$ cat config.mk
export PLATFORM = sky130hd
export DESIGN_NAME = ring_fifo
export DESIGN_NICKNAME = d
export VERILOG_FILES = /design/src/rtl/ring_fifo.sv
export SDC_FILE = /design/constraint.sdc
export NUM_CORES = 1
export LEC_CHECK = 0
export CORE_AREA = 2 2 160 162
export CTS_CLUSTER_SIZE = 12
export DETAILED_ROUTE_END_ITERATION = 8
export DIE_AREA = 0 0 162 164
export PLACE_DENSITY = 0.39
export SYNTH_ARGS = -nofsm -noshare
export SYNTH_HDL_FRONTEND = slang
export SYNTH_SLANG_ARGS = --single-unit
$ cat constraint.sdc
create_clock -name clk_i -period 3.52 [get_ports clk_i]
set_clock_uncertainty 0.15 [all_clocks]
set_input_delay 0.704 -clock clk_i [delete_from_list [all_inputs] [get_ports clk_i]]
set_output_delay 0.704 -clock clk_i [all_outputs]
set_load 0.01 [all_outputs]
$ cat src/rtl/ring_fifo.sv
// Single-clock circular FIFO with registered read data, full/empty status,
// occupancy count and a sticky overflow flag for pushes attempted while full.
module ring_fifo #(
  parameter int WIDTH = 16,
  parameter int DEPTH = 8
) (
  input  logic                         clk_i,
  input  logic                         rst_i,
  input  logic [WIDTH-1:0]             pushData_i,
  input  logic                         pushEnable_i,
  output logic                         pushFull_o,
  input  logic                         pollEnable_i,
  output logic                         pollBusy_o,
  output logic [WIDTH-1:0]             pollData_o,
  output logic [$clog2(DEPTH+1)-1:0]   level_o,
  output logic                         overflow_o
);

  localparam int AW = $clog2(DEPTH);
  localparam int LW = $clog2(DEPTH+1);

  logic [WIDTH-1:0] mem_q [DEPTH];

  logic [AW-1:0]    wrPtr_q, wrPtr_d;
  logic [AW-1:0]    rdPtr_q, rdPtr_d;
  logic [LW-1:0]    level_q, level_d;
  logic [WIDTH-1:0] pollData_q, pollData_d;
  logic             overflow_q, overflow_d;

  logic             full, empty;
  logic             pushAccept, pollAccept;

  // Status comes from registered occupancy only, so neither flag depends on the inputs.
  assign full  = (level_q == LW'(DEPTH));
  assign empty = (level_q == '0);

  assign pushAccept = pushEnable_i & ~full;
  assign pollAccept = pollEnable_i & ~empty;

  always_comb begin
    wrPtr_d    = wrPtr_q;
    rdPtr_d    = rdPtr_q;
    level_d    = level_q;
    pollData_d = pollData_q;
    overflow_d = overflow_q;

    if (pushAccept) begin
      wrPtr_d = wrPtr_q + AW'(1);
    end

    if (pollAccept) begin
      pollData_d = mem_q[rdPtr_q];
      rdPtr_d    = rdPtr_q + AW'(1);
    end

    unique case ({pushAccept, pollAccept})
      2'b10:   level_d = level_q + LW'(1);
      2'b01:   level_d = level_q - LW'(1);
      default: level_d = level_q;
    endcase

    if (pushEnable_i && full) begin
      overflow_d = 1'b1;
    end
  end

  always_ff @(posedge clk_i or posedge rst_i) begin
    if (rst_i) begin
      wrPtr_q    <= '0;
      rdPtr_q    <= '0;
      level_q    <= '0;
      pollData_q <= '0;
      overflow_q <= 1'b0;
    end else begin
      wrPtr_q    <= wrPtr_d;
      rdPtr_q    <= rdPtr_d;
      level_q    <= level_d;
      pollData_q <= pollData_d;
      overflow_q <= overflow_d;
    end
  end

  // Storage needs no reset: an entry is only read after it has been written.
  always_ff @(posedge clk_i) begin
    if (pushAccept) begin
      mem_q[wrPtr_q] <= pushData_i;
    end
  end

  assign pushFull_o = full;
  assign pollBusy_o = empty;
  assign pollData_o = pollData_q;
  assign level_o    = level_q;
  assign overflow_o = overflow_q;

endmodule

# Word level (Yosys, flattened, before mapping)

Memory sizes are Yosys's and may differ from the RTL's. A register that Yosys moved wholly into a read port is not among the register bits.
Index checks and enable logic that the tools add are counted.

Output and inout bits: 23
Memories: 1
RAM bits: 128
Bits in registers: 11

Reduce and logical (&&, ||, !) cells: 3
Bitwise operators: 4
Multiplexer cells: 3
$add $sub $neg: 4
Eq/ne operators: 3

Memories:

| name  | depth | width | read ports | clocked after memory_dff | wr ports | line | text |
|---|---|---|---|---|---|---|---|
| mem_q | 8     | 16    | 1          | 1                        | 1        | 22   | `logic [WIDTH-1:0] mem_q [DEPTH];` |

Operators with widths:

| kind                                                                   | number |
|---|---|
| 4-bit case mux with 2 select lines                                     | 1 |
| 3-bit by 1-bit adder with 3-bit output (second input constant)         | 2 |
| 4-bit by 1-bit adder with 4-bit output (second input constant)         | 1 |
| 4-bit equality test (second input constant)                            | 1 |
| 4-bit logical NOT                                                      | 1 |
| 4-bit by 1-bit subtractor with 4-bit output (second input constant)    | 1 |
| 1-bit bitwise AND                                                      | 2 |
| 2-bit by 1-bit equality test with 1-bit output (second input constant) | 1 |
| 2-bit equality test (second input constant)                            | 1 |
| 1-bit two-way mux                                                      | 2 |
| 1-bit inverter                                                         | 2 |
| 2-bit nonzero test                                                     | 1 |
| 1-bit logical AND                                                      | 1 |

# Logic depth before layout (Yosys ltp)

Gate-level depths: netlist of run 1.

Depth after elaboration: 5
Depth in mapped cells: 9
Mapped depth without buffers: 9

# Worst setup path before layout of run 1

Ideal clock, no wire load.

Path kind: input to register
Start: input port pushEnable_i
End: memory mem_q[0][0] (enable)
Arrival: 2287 ps
Path buffers: 0
Data required time: 2961 ps
Cell stages on the path: 3
Slack: 674 ps
Path through: nor2b_1 nand2b_1 nor3_1

Word-level cells in the longest chain between the ends: 3

Ends and longest elaborated chain:

| what                                    | line | text |
|---|---|---|
| start: declaration                      | 10   | `input logic pushEnable_i,` |
| 1-bit bitwise AND                       | 37   | `assign pushAccept = pushEnable_i & ~full;` |
| 1-bit two-way mux                       | 85   | `if (pushAccept) begin` |
| 1-bit two-way mux (not written as such) | 86   | `mem_q[wrPtr_q] <= pushData_i;` |
| end: declaration                        | 22   |  |

No other way between the ends.

# Final worst setup path of run 1

Start: register level_q[0], in the netlist level_o[0]
End: output port pushFull_o

Word-level cells in the longest chain between the ends: 1

Ends and longest elaborated chain:

| what                     | line | text |
|---|---|---|
| start: declaration       | 26   | `logic [LW-1:0] level_q, level_d;` |
| start signal: assignment | 77   | `level_q <= level_d;` |
| 4-bit equality test      | 34   | `assign full = (level_q == LW'(DEPTH));` |
| end: declaration         | 11   | `output logic pushFull_o,` |

No other way between the ends.

==> flow_summary_export.csv, run 1 <==
group,metric,value,unit
status,outcome,"finished, final reports clean",
setup_path,cp_data_arrival_time,1.94,ns
timing,worstMarginPinSlew,1.13,ns
timing,fin_setup_tns,0,ns
clock_network,cts-root-buf,"clkbuf_16",
grt,grt-ovfl-total,0,
setup_path,crit_path_end_kind,"output pin",
finish,nets,454,
clock_network,insertion_delay,0.41,ns
clock_network,htreeDepth,4,
timing,drv_slew,0,
grt,antenna_found_initial,0,
die,die-width,162,microns
timing,setup_ws,0.730,ns
place,io_buffers,42,
finish,design_area,0.00762,sq mm
place,post-place-ws,0.373,ns
synth,synth_warnings,0,
die,start_util,24.8,%
clock_network,cts_sinks,155,
place,dp.final_hpwl,8390,microns
pwr,p_leak,0.00268,uW
die,ios,43,
timing,hold_viol,0,
grt,grt_pass1_vias,3460,
setup_path,slowest_delay,0.61,ns
pwr,powerDensity,843,mW/mm^2
grt,grt_max_degree,35,
synth,synthCells,363,
clock_network,cts_tree,"built",
synth,syn-cell-area,0.00616,sq mm
pwr,ir_drop,324,uV
finish,drive_gt1_share,19.5,%
clock_network,clkTransAtPathRegs,0.06,ns
flow_run,cap_violations,0,
synth,yosysSeqAreaShare,73.4,%
timing,slew_headroom,24.4,%
finish,num_antenna_cells,0,
setup_path,crit_required,2.67,ns
setup_path,worstPathCellList,"nor4b_2 > clkdlybuf4s50_1",
clock_network,postCtsHoldBufs,0,
drt,routed_wl,13900,microns
die,dieArea,0.0266,sq mm
synth,yosys-top-cells-area,"edfxtp_1, dfrtp_1, mux2i_1, mux2_2, a221o_1",
setup_path,crit_fanout,7,
place,place.gp.congestion,0.668,
timing,fmax,0.358,GHz
clock_network,numCtsBuffers,17,
clock_network,clk_path_buf_depth,2,
synth,synth.avg_cell_area,17.0,sq um
clock_network,cts_resized,0,
setup_path,regToRegSetupSlack,0.80,ns
drt,drc_errors,0,
finish,syn2layout_area_growth,23.9,%
synth,yosysUniqueCellTypes,35,
setup_path,path_class,"reg2out",
place,place_area,0.00703,sq mm
drt,vias,3285,
drt,dr.pass1.iters,4,
grt,globalRouteTotalUtil,11.0,%
grt,grt_pass1_wl,20700,microns
drt,wl_per_cell,18.0,microns
die,row_count,58,
drt,dr.first_iter.drc_count,156,
synth,synthesis.nets,389,
timing,fin_crit_sh,79.3,%
die,fp.coreArea,0.0248,sq mm
timing,setup_violations,0,
die,die_h,164,microns
drt,drt-vias-per-instance,4.26,
synth,synth_top_area_share,62.4,%
setup_path,start_kind,"flop",
worst_hold_path,min-delay-path-class,"reg2reg",
timing,layout_min_cycle_time,2.79,ns
synth,synth_top_cell_by_area,"edfxtp_1",
clock_network,post-cts-setup-buffers,0,
drt,antenna_left,0,
timing,grt_setup_unrepaired,"false",
pwr,finalPower,6420,uW
setup_path,critPathSlowestCell,"clkdlybuf4s50_1",
synth,ys_seq_elements,155,
timing,fin_hold_ws,0.304,ns
layer usage:
metal | up-vias | track usage (%) | part of all wire [%]
li1 | 1537 | - | -
met1 | 1685 | 13.4 | 46
met2 | 52 | 19.0 | 50
met3 | 11 | 2.83 | 2.7
met4 | 0 | 3.50 | 1.1
met5 | - | 0 | 0
area by class of cell:
| class | instances | area, sq um |
|---|---|---|
| Inverter | 6 | 22.5 |
| Clock buffer | 17 | 425 |
| Clock inverter | 15 | 174 |
| Sequential cell | 155 | 4520 |
| Timing Repair Buffer | 63 | 591 |
| Fill cell | 2459 | 17200 |
| Tap cell | 330 | 413 |
| Multi-Input combinational cell | 185 | 1480 |
stage by stage:
step | instances | util (%)
after floorplan | 363 | -
after global placement | 739 | 28.3
after detailed placement | 739 | 28.3
after CTS | 771 | 30.7
after global routing | 771 | 30.7
final | 771 | 30.7
power breakdown:
part / internal [uW] / switching [uW] / total (uW)
combinational: 942 / 1020 / 1960
clock: 1110 / 726 / 1840
sequential: 2370 / 248 / 2620
state kept, by name, summed over array words and instances, names as in the netlist:
name / flops
pollData_o: 16
rdPtr_q: 3
overflow_o: 1
wrPtr_q: 3
level_o: 4
mem_q: 128
cell usage after synthesis:
cell,number
a2111oi_0,1
a21o_1,2
a21oi_1,1
a221o_1,16
buf_1,1
buf_12,3
buf_2,5
buf_4,1
buf_6,3
clkbuf_1,4
dfrtp_1,27
edfxtp_1,128
fa_1,1
ha_1,5
inv_1,4
inv_2,2
mux2_1,4
mux2_2,28
mux2i_1,33
nand2_1,32
nand2b_1,4
nand3_1,2
nand4b_1,1
nor2_1,8
nor2b_1,2
nor3_1,3
nor4_1,1
nor4b_2,1
o21ai_0,1
o21ai_1,16
o22ai_1,16
o41ai_4,1
or4_1,1
xnor2_1,4
xor2_1,1
cell families (layout without fill, tap and decap cells):
group / after synthesis / in the layout / share of synthesized area, %
fa+ha+maj: 6 / 6 / 1.34
flops: 155 / 155 / 73.4
simple gates: 55 / 55 / 4.07
buf+inv: 23 / 101 / 2.72
xor+xnor: 5 / 5 / 0.711
mux: 65 / 65 / 11.2
compound gates: 54 / 54 / 6.52
critical path: cells and delay by family (launching register included):
family | cells | cell delay (ns)
buffers and inverters | 1 | 0.61
AND/OR/NAND/NOR | 1 | 0.42
flip-flops | 1 | 0.49
worst paths after layout:
kind,startpoint,end,cells past startpoint
max,level_o[0]$_DFFE_PP0P_,pushFull_o,2
min,overflow_o$_DFFE_PP0P_,overflow_o$_DFFE_PP0P_,1
max reg2reg,level_o[0]$_DFFE_PP0P_,level_o[3]$_DFFE_PP0P_,9
min reg2reg,overflow_o$_DFFE_PP0P_,overflow_o$_DFFE_PP0P_,1
max in group asynchronous,rst_i,pollData_o[15]$_DFFE_PP0P_,3
min in group asynchronous,rst_i,overflow_o$_DFFE_PP0P_,2
placed cells by master, fill, tap and decap left out, types with 2 or more instances in the layout:
cell type / synthesis / final
clkinvlp_4: 0 / 3
o21ai_1: 16 / 16
clkbuf_16: 0 / 17
o22ai_1: 16 / 16
bufinv_16: 0 / 3
mux2_1: 4 / 4
clkinv_4: 0 / 3
nand2b_1: 4 / 4
clkdlybuf4s50_1: 0 / 42
nand3_1: 2 / 2
clkinv_2: 0 / 2
buf_4: 1 / 20
clkinv_1: 0 / 2
inv_2: 2 / 2
a221o_1: 16 / 16
nor2_1: 8 / 8
nor3_2: 0 / 2
a21o_1: 2 / 2
inv_6: 0 / 2
inv_1: 4 / 4
nor2b_1: 2 / 2
mux2i_1: 33 / 33
mux2_2: 28 / 28
xnor2_1: 4 / 4
nand2_1: 32 / 32
edfxtp_1: 128 / 128
dfrtp_1: 27 / 26
ha_1: 5 / 5
No activity file was read; power rests on OpenSTA's default activity.
==> inputs of run 2 (changes only) <==
PLACE_DENSITY = 0.41   (was 0.39)
clock period = 2.25 ns   (was 3.52 ns; I/O delays follow)
==> flow_summary_export.csv, run 2 (synthesis gave the netlist of run 1 again) <==
group,metric,value,unit
grt,grt_pass1_wl,21200,microns
pwr,powerDensity,1310,mW/mm^2
drt,drt-vias-per-instance,4.24,
drt,dr.pass1.iters,4,
pwr,clkPwrFrac,26.1,%
pwr,combPwrFrac,34.9,%
drt,routed_wl,14100,microns
finish,final_common_cell,"edfxtp_1",
clock_network,cts_tree,"built",
place,dp.final_hpwl,8220,microns
setup_path,crit_path_end_kind,"flop",
timing,hold_viol,0,
timing,grt_setup_unrepaired,"true",
pwr,power_switching_share,31.1,%
worst_hold_path,min-delay-path-class,"in2async",
clock_network,cts-root-buf,"clkbuf_16",
setup_path,crit_cells,8,
grt,grt_max_degree,42,
setup_path,r2r_start,"level_o[1]$_DFFE_PP0P_",
timing,worstMarginPinSlew,0.890,ns
status,outcome,"complete, but fails checks",
timing,drv_slew,0,
timing,fmax,0.430,GHz
clock_network,htreeDepth,4,
drt,drc_errors,0,
setup_path,crit_required,2.39,ns
setup_path,reg2reg_to,"level_o[3]$_DFFE_PP0P_",
timing,fin_crit_sh,103,%
pwr,p_switching,3200,uW
pwr,power.internal,7090,uW
drt,wl_per_cell,18.0,microns
flow_run,cap_violations,0,
clock_network,insertion_delay,0.42,ns
setup_path,critPathSlowestCell,"dfrtp_2",
finish,syn2layout_area_growth,27.8,%
die,ios,43,
place,io_buffers,42,
finish,final_cell_count_no_fill,787,
setup_path,crit_path_frequent_cell,"ha_4",
clock_network,clkTransAtPathRegs,0.06,ns
grt,grt-ovfl-total,0,
finish,final_util,31.7,%
finish,final_cell_mix,"edfxtp_1, clkdlybuf4s50_1, mux2i_1",
timing,setup_ws,-0.0767,ns
grt,grt_pass1_vias,3469,
timing,slew_headroom,40.5,%
finish,drive_gt1_share,25.0,%
setup_path,slowest_delay,0.44,ns
timing,setup_violations,1,
pwr,p_leak,0.00277,uW
die,die-width,162,microns
setup_path,crit_fanout,3,
place,place_inst,750,
finish,top_register,"mem_q",
clock_network,cts_sinks,155,
die,fp.coreArea,0.0248,sq mm
drt,antenna_left,0,
grt,globalRouteTotalUtil,11.2,%
finish,nets,469,
pwr,ir_drop,667,uV
clock_network,postCtsHoldBufs,0,
setup_path,worst-path-buf-inv,1,
finish,largest_reg_flops,128,
die,die_h,164,microns
place,place.gp.congestion,0.744,
setup_path,path_delay_family,"compound AO/OA/AOI/OAI gates",
setup_path,cp_data_arrival_time,2.47,ns
timing,layout_min_cycle_time,2.33,ns
status,violations,"setup timing",
drt,dr.first_iter.drc_count,123,
die,row_count,58,
timing,fin_setup_tns,-0.0767,ns
pwr,power_frac_seq,39.0,%
setup_path,start_kind,"flop",
setup_path,regToRegSetupSlack,-0.08,ns
drt,vias,3335,
setup_path,r2r.worst_path.cells,8,
setup_path,worstPathCellList,"o41ai_4 > inv_2 > ha_4 > ha_4 > a21o_4 > a2111oi_4 > nand4b_1 > nand3_1",
setup_path,path_class,"reg2reg",
die,dieArea,0.0266,sq mm
clock_network,numCtsBuffers,17,
die,start_util,24.8,%
grt,antenna_found_initial,1,
clock_network,clk_path_buf_depth,2,
==> run 2: final cells by class <==
class	count	area, sq um
fillers	2435	17000
flip-flops and latches	155	4530
multi-input cells	185	1570
repair buffers	78	786
clock buffers	25	487
well taps	330	413
clock inverters	7	65.1
inverters	6	22.5
diodes	1	2.50
==> run 2: repair_timing <==
item | CTS | global route
buffers inserted | 2 | 2
gates resized for setup | 8 | 8
endpoints found under the hold margin | 0 | 0
endpoints found under the setup margin | 3 | 4
pin swaps | 1 | 4
==> run 2: worst max path at each step <==
stage / startpoint / end / slack, ns
after floorplan: level_o[1]$_DFFE_PP0P_ / level_o[3]$_DFFE_PP0P_ / -0.15
after global placement: pushEnable_i / level_o[3]$_DFFE_PP0P_ / -0.28
after detailed placement: pushEnable_i / level_o[3]$_DFFE_PP0P_ / -0.45
after CTS: level_o[1]$_DFFE_PP0P_ / level_o[3]$_DFFE_PP0P_ / -0.09
after global routing: level_o[1]$_DFFE_PP0P_ / level_o[3]$_DFFE_PP0P_ / -0.18
final: level_o[1]$_DFFE_PP0P_ / level_o[3]$_DFFE_PP0P_ / -0.08
==> run 2: power groups by stage <==
stage	registers (uW)	logic, uW	clock network [uW]
4_1_cts	4020	3590	2760
2_1_floorplan	4140	2040	0
5_1_grt	4080	3920	2880
6_report	4020	3590	2690
3_3_place_gp	4070	3460	0
3_5_place_dp	4090	3520	0
==> run 2: through the flow <==
step | hold WS, ns | setup WS [ns] | cell area (sq um) | power, uW
floorplan | 0.335 | -0.154 | 6210 | 6180
finish | 0.289 | -0.0767 | 7870 | 10300
global route | 0.327 | -0.178 | 7870 | 10900
detailed placement | 0.320 | -0.455 | 7240 | 7610
global placement | 0.293 | -0.282 | 7240 | 7530
CTS | 0.297 | -0.0883 | 7820 | 10400
==> run 2: metal layers <==
metal / track usage (%) / vias up / wire (microns)
met5: 0 / - / 0
met4: 4.30 / 0 / 202
met1: 13.9 / 1692 / 6500
li1: - / 1572 / -
met2: 18.8 / 57 / 7000
met3: 2.70 / 14 / 425
==> run 2: worst register-to-register path, cell delays in order (launching register included) <==
cell,delay (ns)
dfrtp_2,0.44
o41ai_4,0.39
inv_2,0.09
ha_4,0.18
ha_4,0.21
a21o_4,0.23
a2111oi_4,0.28
nand4b_1,0.15
nand3_1,0.08
==> inputs of run 3 (changes only) <==
CTS_CLUSTER_DIAMETER = 200   (was not set)
PLACE_DENSITY = not set   (was 0.41)
==> flow_summary_export.csv, run 3 (synthesis gave the netlist of run 1 again) <==
group,metric,value,unit
status,outcome,"complete, but fails checks",
status,violations,"setup timing",
drt,antenna_left,0,
setup_path,reg2reg_to,"level_o[3]$_DFFE_PP0P_",
clock_network,htreeDepth,4,
setup_path,r2r_start,"level_o[2]$_DFFE_PP0P_",
setup_path,r2r.worst_path.cells,9,
place,place_inst,748,
setup_path,crit_cells,9,
finish,largest_reg_flops,128,
finish,drive_gt1_share,24.9,%
timing,setup_violations,1,
setup_path,crit_required,2.45,ns
pwr,combPwrFrac,33.5,%
pwr,power_frac_seq,39.6,%
clock_network,cts_tree,"built",
setup_path,worst-path-buf-inv,2,
pwr,p_switching,3190,uW
grt,antenna_found_initial,0,
finish,final_util,31.6,%
timing,grt_setup_unrepaired,"true",
grt,grt-ovfl-total,0,
drt,vias,3339,
clock_network,insertion_delay,0.42,ns
timing,worstMarginPinSlew,0.431,ns
finish,design_area,0.00785,sq mm
finish,num_antenna_cells,0,
timing,fmax,0.413,GHz
timing,setup_ws,-0.173,ns
die,ios,43,
die,die_h,164,microns
setup_path,crit_path_frequent_cell,"ha_4",
setup_path,crit_path_end_kind,"flop",
drt,dr.first_iter.drc_count,215,
clock_network,numCtsBuffers,17,
finish,final_cell_mix,"edfxtp_1, clkdlybuf4s50_1, mux2i_1",
drt,drc_errors,0,
setup_path,crit_path_end,"level_o[3]$_DFFE_PP0P_",
place,dp.final_hpwl,7740,microns
timing,slew_headroom,71.2,%
pwr,powerDensity,1300,mW/mm^2
pwr,power.internal,6980,uW
pwr,clkPwrFrac,26.8,%
finish,top_register,"mem_q",
setup_path,critPathSlowestCell,"dfrtp_2",
die,die-width,162,microns
timing,drv_slew,0,
clock_network,postCtsHoldBufs,0,
drt,dr.pass1.iters,4,
worst_hold_path,min-delay-path-class,"in2async",
setup_path,path_class,"reg2reg",
setup_path,regToRegSetupSlack,-0.17,ns
drt,drt-vias-per-instance,4.26,
clock_network,cts_sinks,155,
timing,hold_viol,0,
die,start_util,24.8,%
die,dieArea,0.0266,sq mm
timing,fin_hold_ws,0.288,ns
drt,wl_per_cell,16.5,microns
timing,fin_crit_sh,108,%
setup_path,cp_data_arrival_time,2.62,ns
finish,nets,467,
grt,grt_pass1_vias,3541,
flow_run,cap_violations,0,
setup_path,crit_fanout,3,
setup_path,setup.worst_path.start,"level_o[2]$_DFFE_PP0P_",
die,fp.coreArea,0.0248,sq mm
clock_network,clk_path_buf_depth,2,
place,io_buffers,42,
grt,grt_pass1_wl,20200,microns
grt,grt_max_degree,43,
die,row_count,58,
grt,globalRouteTotalUtil,10.3,%
clock_network,cts-root-buf,"clkbuf_16",
setup_path,start_kind,"flop",
clock_network,clkTransAtPathRegs,0.06,ns
place,post-place-ws,-0.383,ns
finish,syn2layout_area_growth,27.5,%
place,place.gp.congestion,0.704,
pwr,p_leak,0.00278,uW
pwr,power_switching_share,31.4,%
setup_path,worstPathCellList,"buf_12 > o41ai_4 > inv_2 > ha_4 > ha_4 > a21o_1 > a21oi_1 > or4_1 > nand3_1",
place,place_area,0.00723,sq mm
setup_path,slowest_delay,0.45,ns
setup_path,path_delay_family,"compound AO/OA/AOI/OAI gates",
pwr,ir_drop,544,uV
finish,final_cell_count_no_fill,784,
finish,final_common_cell,"edfxtp_1",
drt,routed_wl,12900,microns
timing,layout_min_cycle_time,2.42,ns
[run 3: cell types whose count changed in the layout (fill, tap and decap cells not counted), moves of 2 or more]
cell / delta
buf_4: -3
clkbuf_1: -6
inv_6: +4
clkinvlp_4: +2
inv_8: +2
dlygate4sd2_1: +2
[run 3: area by class of cell]
class | count | area, sq um
clock buffer | 18 | 439
multi-input combinational | 185 | 1530
fill | 2396 | 17000
inverter | 6 | 22.5
tap | 330 | 413
sequential | 155 | 4520
timing repair buffer | 76 | 786
clock inverter | 14 | 135
[run 3: worst min path at each step]
| stage | from | endpoint | slack, ns |
|---|---|---|---|
| global route | rst_i | pollData_o[8]$_DFFE_PP0P_ | 0.33 |
| detailed placement | overflow_o$_DFFE_PP0P_ | overflow_o$_DFFE_PP0P_ | 0.30 |
| floorplan | wrPtr_q[0]$_DFFE_PP0P_ | wrPtr_q[0]$_DFFE_PP0P_ | 0.33 |
| global placement | overflow_o$_DFFE_PP0P_ | overflow_o$_DFFE_PP0P_ | 0.29 |
| finish | rst_i | rdPtr_q[1]$_DFFE_PP0P_ | 0.29 |
| CTS | rst_i | level_o[3]$_DFFE_PP0P_ | 0.29 |
[run 3: stage by stage]
step | power [uW] | TNS, ns
after detailed placement | 7460 | -3.62
after floorplan | 6180 | -0.155
after CTS | 10300 | -0.176
final | 10200 | -0.173
after global placement | 7330 | -1.51
after global routing | 10700 | -0.272
[run 3: power groups by stage]
stage	Clock (uW)	Sequential, uW	Combinational (uW)
floorplan	0	4140	2040
global placement	0	4070	3270
detailed placement	0	4100	3360
CTS	2800	4040	3450
global route	2910	4110	3710
finish	2730	4030	3410
[run 3: what timing repair did]
action,4_1_cts,5_1_grt
gates resized for setup,6,1
pin swaps,1,1
setup buffers,2,2
endpoints found under the setup margin,3,4
[run 3: per-layer routing]
| metal | global-route usage [%] | share of wire (%) | routed length [microns] | up-vias |
|---|---|---|---|---|
| met5 | 0 | 0 | 0 | - |
| met1 | 13.0 | 45 | 5870 | 1699 |
| met4 | 2.90 | 0.87 | 112 | 0 |
| met3 | 3.01 | 4.4 | 570 | 12 |
| li1 | - | - | - | 1572 |
| met2 | 17.2 | 49 | 6380 | 56 |
[run 3: tightest hold or removal path: cells and delay by family]
| kind | cells | cell delay, ns |
|---|---|---|
| buffers and inverters | 3 | 0.82 |
